File: src/rtl/fetch_unit_pkg.sv
// Shared definitions for the fetch unit: FSM state type, reset PC default and
// the instruction fields used to form jump and branch targets.
package fetch_unit_pkg;

    typedef enum logic [0:0] {
        FETCH = 1'b0,
        HOLD  = 1'b1
    } fetch_state_t;

    localparam logic [31:0] RESET_PC_DEFAULT = 32'h0000_0000;

    // J-type target lives in IR[25:0], branch immediate in IR[15:0]
    localparam int J_TARGET_MSB = 25;
    localparam int J_TARGET_LSB = 0;
    localparam int BR_IMM_MSB   = 15;
    localparam int BR_IMM_LSB   = 0;
    localparam int BR_IMM_W     = BR_IMM_MSB - BR_IMM_LSB + 1;

    function automatic logic [31:0] jump_target(input logic [31:0] pc_plus4,
                                                input logic [31:0] ir);
        return {pc_plus4[31:28], ir[J_TARGET_MSB:J_TARGET_LSB], 2'b00};
    endfunction

    function automatic logic [31:0] branch_offset(input logic [31:0] ir);
        return {{(30 - BR_IMM_W){ir[BR_IMM_MSB]}}, ir[BR_IMM_MSB:BR_IMM_LSB], 2'b00};
    endfunction

endpackage

File: src/rtl/npc_gen.sv
// Next-PC selection for the held instruction: jump beats branch beats sequential.
module npc_gen
    import fetch_unit_pkg::*;
(
    input  logic [31:0] pc,
    input  logic [31:0] ir,
    input  logic        jump,
    input  logic        branch_taken,
    output logic [31:0] next_pc
);

    logic [31:0] pc_plus4;

    assign pc_plus4 = pc + 32'd4;

    always_comb begin
        next_pc = pc_plus4;
        if (jump) begin
            next_pc = jump_target(pc_plus4, ir);
        end else if (branch_taken) begin
            next_pc = pc_plus4 + branch_offset(ir);
        end
    end

endmodule

File: src/rtl/fetch_unit.sv
// Two-state instruction fetch: request a word at PC, hold it in IR until the
// decode stage acknowledges it, then advance PC to the selected successor.
module fetch_unit
    import fetch_unit_pkg::*;
#(
    parameter logic [31:0] RESET_PC = RESET_PC_DEFAULT
) (
    input  logic        clk,
    input  logic        rst,
    output logic        imem_req,
    output logic [31:0] imem_addr,
    input  logic        imem_ready,
    input  logic [31:0] imem_rdata,
    output logic [31:0] IR,
    output logic        IR_valid,
    input  logic        ir_ack,
    input  logic        Jump,
    input  logic        branch_taken,
    output logic [31:0] PC_plus4,
    output logic [31:0] instr_count
);

    fetch_state_t state_reg;
    logic         req_en_reg;
    logic [31:0]  pc_reg;
    logic [31:0]  ir_reg;
    logic         ir_valid_reg;
    logic [31:0]  count_reg;
    logic [31:0]  npc;
    logic         fetch_done;
    logic         consume;

    // req_en_reg keeps the request low until the first edge after reset release
    assign imem_req    = (state_reg == FETCH) && req_en_reg;
    assign imem_addr   = pc_reg;
    assign IR          = ir_reg;
    assign IR_valid    = ir_valid_reg;
    assign PC_plus4    = pc_reg + 32'd4;
    assign instr_count = count_reg;

    assign fetch_done = imem_req && imem_ready;
    assign consume    = (state_reg == HOLD) && ir_valid_reg && ir_ack;

    npc_gen u_npc_gen (
        .pc           (pc_reg),
        .ir           (ir_reg),
        .jump         (Jump),
        .branch_taken (branch_taken),
        .next_pc      (npc)
    );

    always_ff @(posedge clk or posedge rst) begin
        if (rst) begin
            state_reg    <= FETCH;
            req_en_reg   <= 1'b0;
            pc_reg       <= RESET_PC;
            ir_reg       <= 32'h0;
            ir_valid_reg <= 1'b0;
            count_reg    <= 32'h0;
        end else begin
            req_en_reg <= 1'b1;
            if (fetch_done) begin
                ir_reg       <= imem_rdata;
                ir_valid_reg <= 1'b1;
                state_reg    <= HOLD;
            end else if (consume) begin
                pc_reg       <= npc;
                ir_valid_reg <= 1'b0;
                state_reg    <= FETCH;
                count_reg    <= count_reg + 32'd1;
            end
        end
    end

endmodule

File: config.mk
export PLATFORM = sky130hd
export DESIGN_NAME = fetch_unit
export DESIGN_NICKNAME = d
export VERILOG_FILES = /design/src/rtl/fetch_unit_pkg.sv /design/src/rtl/npc_gen.sv /design/src/rtl/fetch_unit.sv
export SDC_FILE = /design/constraint.sdc
export NUM_CORES = 1
export LEC_CHECK = 0
export ABC_AREA = 1
export CAP_MARGIN = 20
export CORE_ASPECT_RATIO = 1.1
export CORE_UTILIZATION = 25
export CTS_CLUSTER_DIAMETER = 60
export DETAILED_ROUTE_END_ITERATION = 10
export GPL_ROUTABILITY_DRIVEN = 0
export GPL_TIMING_DRIVEN = 0
export REMOVE_ABC_BUFFERS = 1
export SYNTH_ARGS = -nofsm -noshare
export SYNTH_HDL_FRONTEND = slang
export SYNTH_SLANG_ARGS = --single-unit
File: constraint.sdc
create_clock -name clk -period 3.75 [get_ports clk]
set_input_delay 0.75 -clock clk [delete_from_list [all_inputs] [get_ports clk]]
set_output_delay 0.75 -clock clk [all_outputs]
set_load 0.005 [all_outputs]
==> results.py <==
metrics = {
    "route": {
        "num_vias": 7657,
        "wirelength_met1_um": 11200,
        "initialDrtViolationCount": 469,
        "wl_per_cell_um": 16.4,
        "ant_nets": 0,
        "vias_per_cell": 4.72,
        "finalWirelength_um": 26600,
        "met3WireLength_um": 1950,
        "top_layer_used": "met4",
        "drc": 0,
        "first_pass_iters": 7,
        "wl_met2_um": 12800,
    },
    "worst_setup_path": {
        "setup.worst_path.start": "branch_taken",
        "worstRegToRegCells": 19,
        "worstSetupEndpointType": "flop",
        "r2r_end": "imem_addr[26]",
        "endpoint": "imem_addr[4]",
        "critPathMaxFanout": 16,
        "ff2ff_setup_slack_ns": 0.37,
        "worst_ep_required_time_ns": 4.05,
        "path_class": "in -> reg",
        "arrival_ns": 3.99,
        "start_kind": "input pin",
        "reg2reg_from": "imem_addr[2]",
    },
    "run": {
        "maxCapViolations": 0,
    },
    "global_route": {
        "grt_first_pass_wirelength_um": 41600,
        "grt_pass1_vias": 7576,
        "grt_usage": 0.174,
        "grt_overflow_total": 0,
        "antenna_found_initial": 0,
        "grt_max_degree": 61,
    },
    "synth": {
        "seq_area_frac_synth": 0.317,
        "synth_top_flop_cell": "dfrtp_1",
        "yosysUniqueCellTypes": 49,
        "async_reset_ff_frac": 1.00,
        "syn_avg_cell_area_um2": 6.99,
        "synth_area_um2": 7590,
        "ys_warn_count": 0,
        "synth-edff-count": 0,
        "syn_inst": 1085,
        "ys_ff_latch": 96,
    },
    "sta": {
        "finalCritPeriodShare": 0.985,
        "worst_pin_slew_ns": 1.13,
        "setup_viol": 0,
        "whs_ns": 0.489,
        "fin_worst_skew_ns": 0.00735,
        "maxSlewViolCount": 0,
        "max_slew_margin": 0.245,
        "worst_slack_ns": 0.0580,
        "period_minus_slack_ns": 3.69,
        "finalSetupTns_ns": 0,
        "rsz0062_at_grt": "false",
        "finalHoldViolCount": 0,
        "fmax_ghz": 0.271,
    },
    "layout": {
        "antenna_cells": 0,
        "multi_input_area_um2": 4440,
        "final_cell_mix": "299 x nand2_1, 164 x inv_1, 162 x clkdlybuf4s50_1",
        "fin_cells": 1622,
        "synthToLayoutAreaGrowth_pct": 31.1,
        "seq_area_um2": 2400,
        "fillers": 3186,
        "finalNetCount": 1319,
        "final_core_util": 0.335,
        "drive_gt1_frac": 0.0777,
        "final_common_cell": "nand2_1",
    },
    "die": {
        "core_area_um2": 29700,
        "die_y_um": 185,
        "initial_utilization": 0.255,
        "num_rows": 66,
        "io_pins": 168,
        "die-area_um2": 31000,
        "dieWidth_um": 168,
    },
    "pwr": {
        "powerDensity_nw_per_um2": 649,
        "p_leak_nw": 4.87,
        "vdd_ir_drop_max_uv": 313,
    },
    "clock_tree": {
        "clk_path_buf_depth": 2,
        "clk_pin_slew_worst_paths_ns": 0.07,
        "cts.sinks": 96,
        "cts_root_buf": "clkbuf_16",
        "cts-buffers-inserted": 9,
        "postCtsSetupBuffers": 0,
        "htree_levels": 3,
        "cts_tree": "built",
        "clk_latency_ns": 0.36,
    },
    "placement": {
        "portBuffers": 163,
        "dp_hpwl_um": 20900,
        "place_ws_ns": -0.246,
        "placed_cells": 1606,
    },
    "worst_hold_path": {
        "min_delay_path_depth": 1,
        "hp-class": "reg -> reg",
    },
    "status": {
        "status": "complete, no violations",
    },
}
-- layout make-up --
cell class / instances / area share
Multi-Input combinational cell: 801 / 0.446
Sequential cell: 96 / 0.241
Timing Repair Buffer: 166 / 0.171
Inverter: 169 / 0.0640
Tap cell: 374 / 0.0470
Clock buffer: 9 / 0.0226
Clock inverter: 7 / 0.00780
-- how the worst min path moves through the flow --
stage	end	from
detailed placement	instr_count[31]	instr_count[31]
floorplan	instr_count[31]	instr_count[31]
global route	instr_count[31]	instr_count[31]
finish	instr_count[31]	instr_count[31]
global placement	instr_count[31]	instr_count[31]
CTS	instr_count[31]	instr_count[31]
-- critical path: stages --
cell and delay (ns):
clkdlybuf4s50_1 1.01, inv_2 0.37, nor2_1 0.95, inv_2 0.32
a21oi_1 0.22, o21ai_0 0.11, a31o_2 0.20, inv_1 0.04
-- Yosys cell counts, types with 4 or more instances --
| library cell | count | area [um2] |
|---|---|---|
| nand2_1 | 301 | 1130 |
| inv_1 | 165 | 619 |
| dfrtp_1 | 96 | 2400 |
| nor2_1 | 89 | 334 |
| a21oi_1 | 77 | 385 |
| nand3_1 | 76 | 380 |
| xor2_1 | 39 | 342 |
| ha_1 | 37 | 463 |
| mux2_2 | 25 | 282 |
| o21ai_0 | 22 | 110 |
| nand4_1 | 19 | 119 |
| nor3_1 | 18 | 90.1 |
| xnor2_1 | 11 | 96.3 |
| clkbuf_1 | 10 | 37.5 |
| o21bai_1 | 9 | 67.6 |
| nand2_2 | 8 | 50.1 |
| nor2_2 | 8 | 50.1 |
| nor2_4 | 7 | 78.8 |
| nand3_2 | 6 | 60.1 |
| nor3_2 | 5 | 50.1 |
| buf_4 | 4 | 30.0 |
| o211ai_1 | 4 | 30.0 |
| o21ai_1 | 4 | 20.0 |
| or2_2 | 4 | 25.0 |
-- power breakdown --
part | total, mW | internal (mW) | leakage [nW] | switching, mW
clock | 0.973 | 0.525 | 0.147 | 0.448
sequential | 1.64 | 1.26 | 1.15 | 0.379
combinational | 3.84 | 1.65 | 3.57 | 2.19
total | 6.46 | 3.44 | 4.87 | 3.02
-- cells by family after synthesis --
kind of cell    Yosys count  share of synthesized area
compound gates          132                     0.0976
xor+xnor                 50                     0.0577
fa+ha+maj                38                     0.0637
buf+inv                 191                      0.101
flops                    96                      0.317
mux                      25                     0.0371
other cells               2                   0.000990
simple gates            551                      0.325
-- stage by stage --
| step | power [mW] | cell area [um2] |
|---|---|---|
| floorplan | 3.82 | 7460 |
| global placement | 5.41 | 9560 |
| detailed placement | 5.47 | 9640 |
| CTS | 6.50 | 9940 |
| global route | 7.05 | 9950 |
| finish | 6.46 | 9950 |
-- routing by layer --
metal,global-route usage,vias up
met3,0.0436,35
met2,0.304,241
li1,-,3777
met1,0.209,3604
met4,0.0564,0
met5,0,-
-- timing repair --
item | CTS | global route
gates resized for setup | 0 | 1
hold endpoints to repair | 0 | 0
hold buffers | 0 | 0
setup endpoints to repair | 0 | 2
Power figures use the tool's default switching activity.
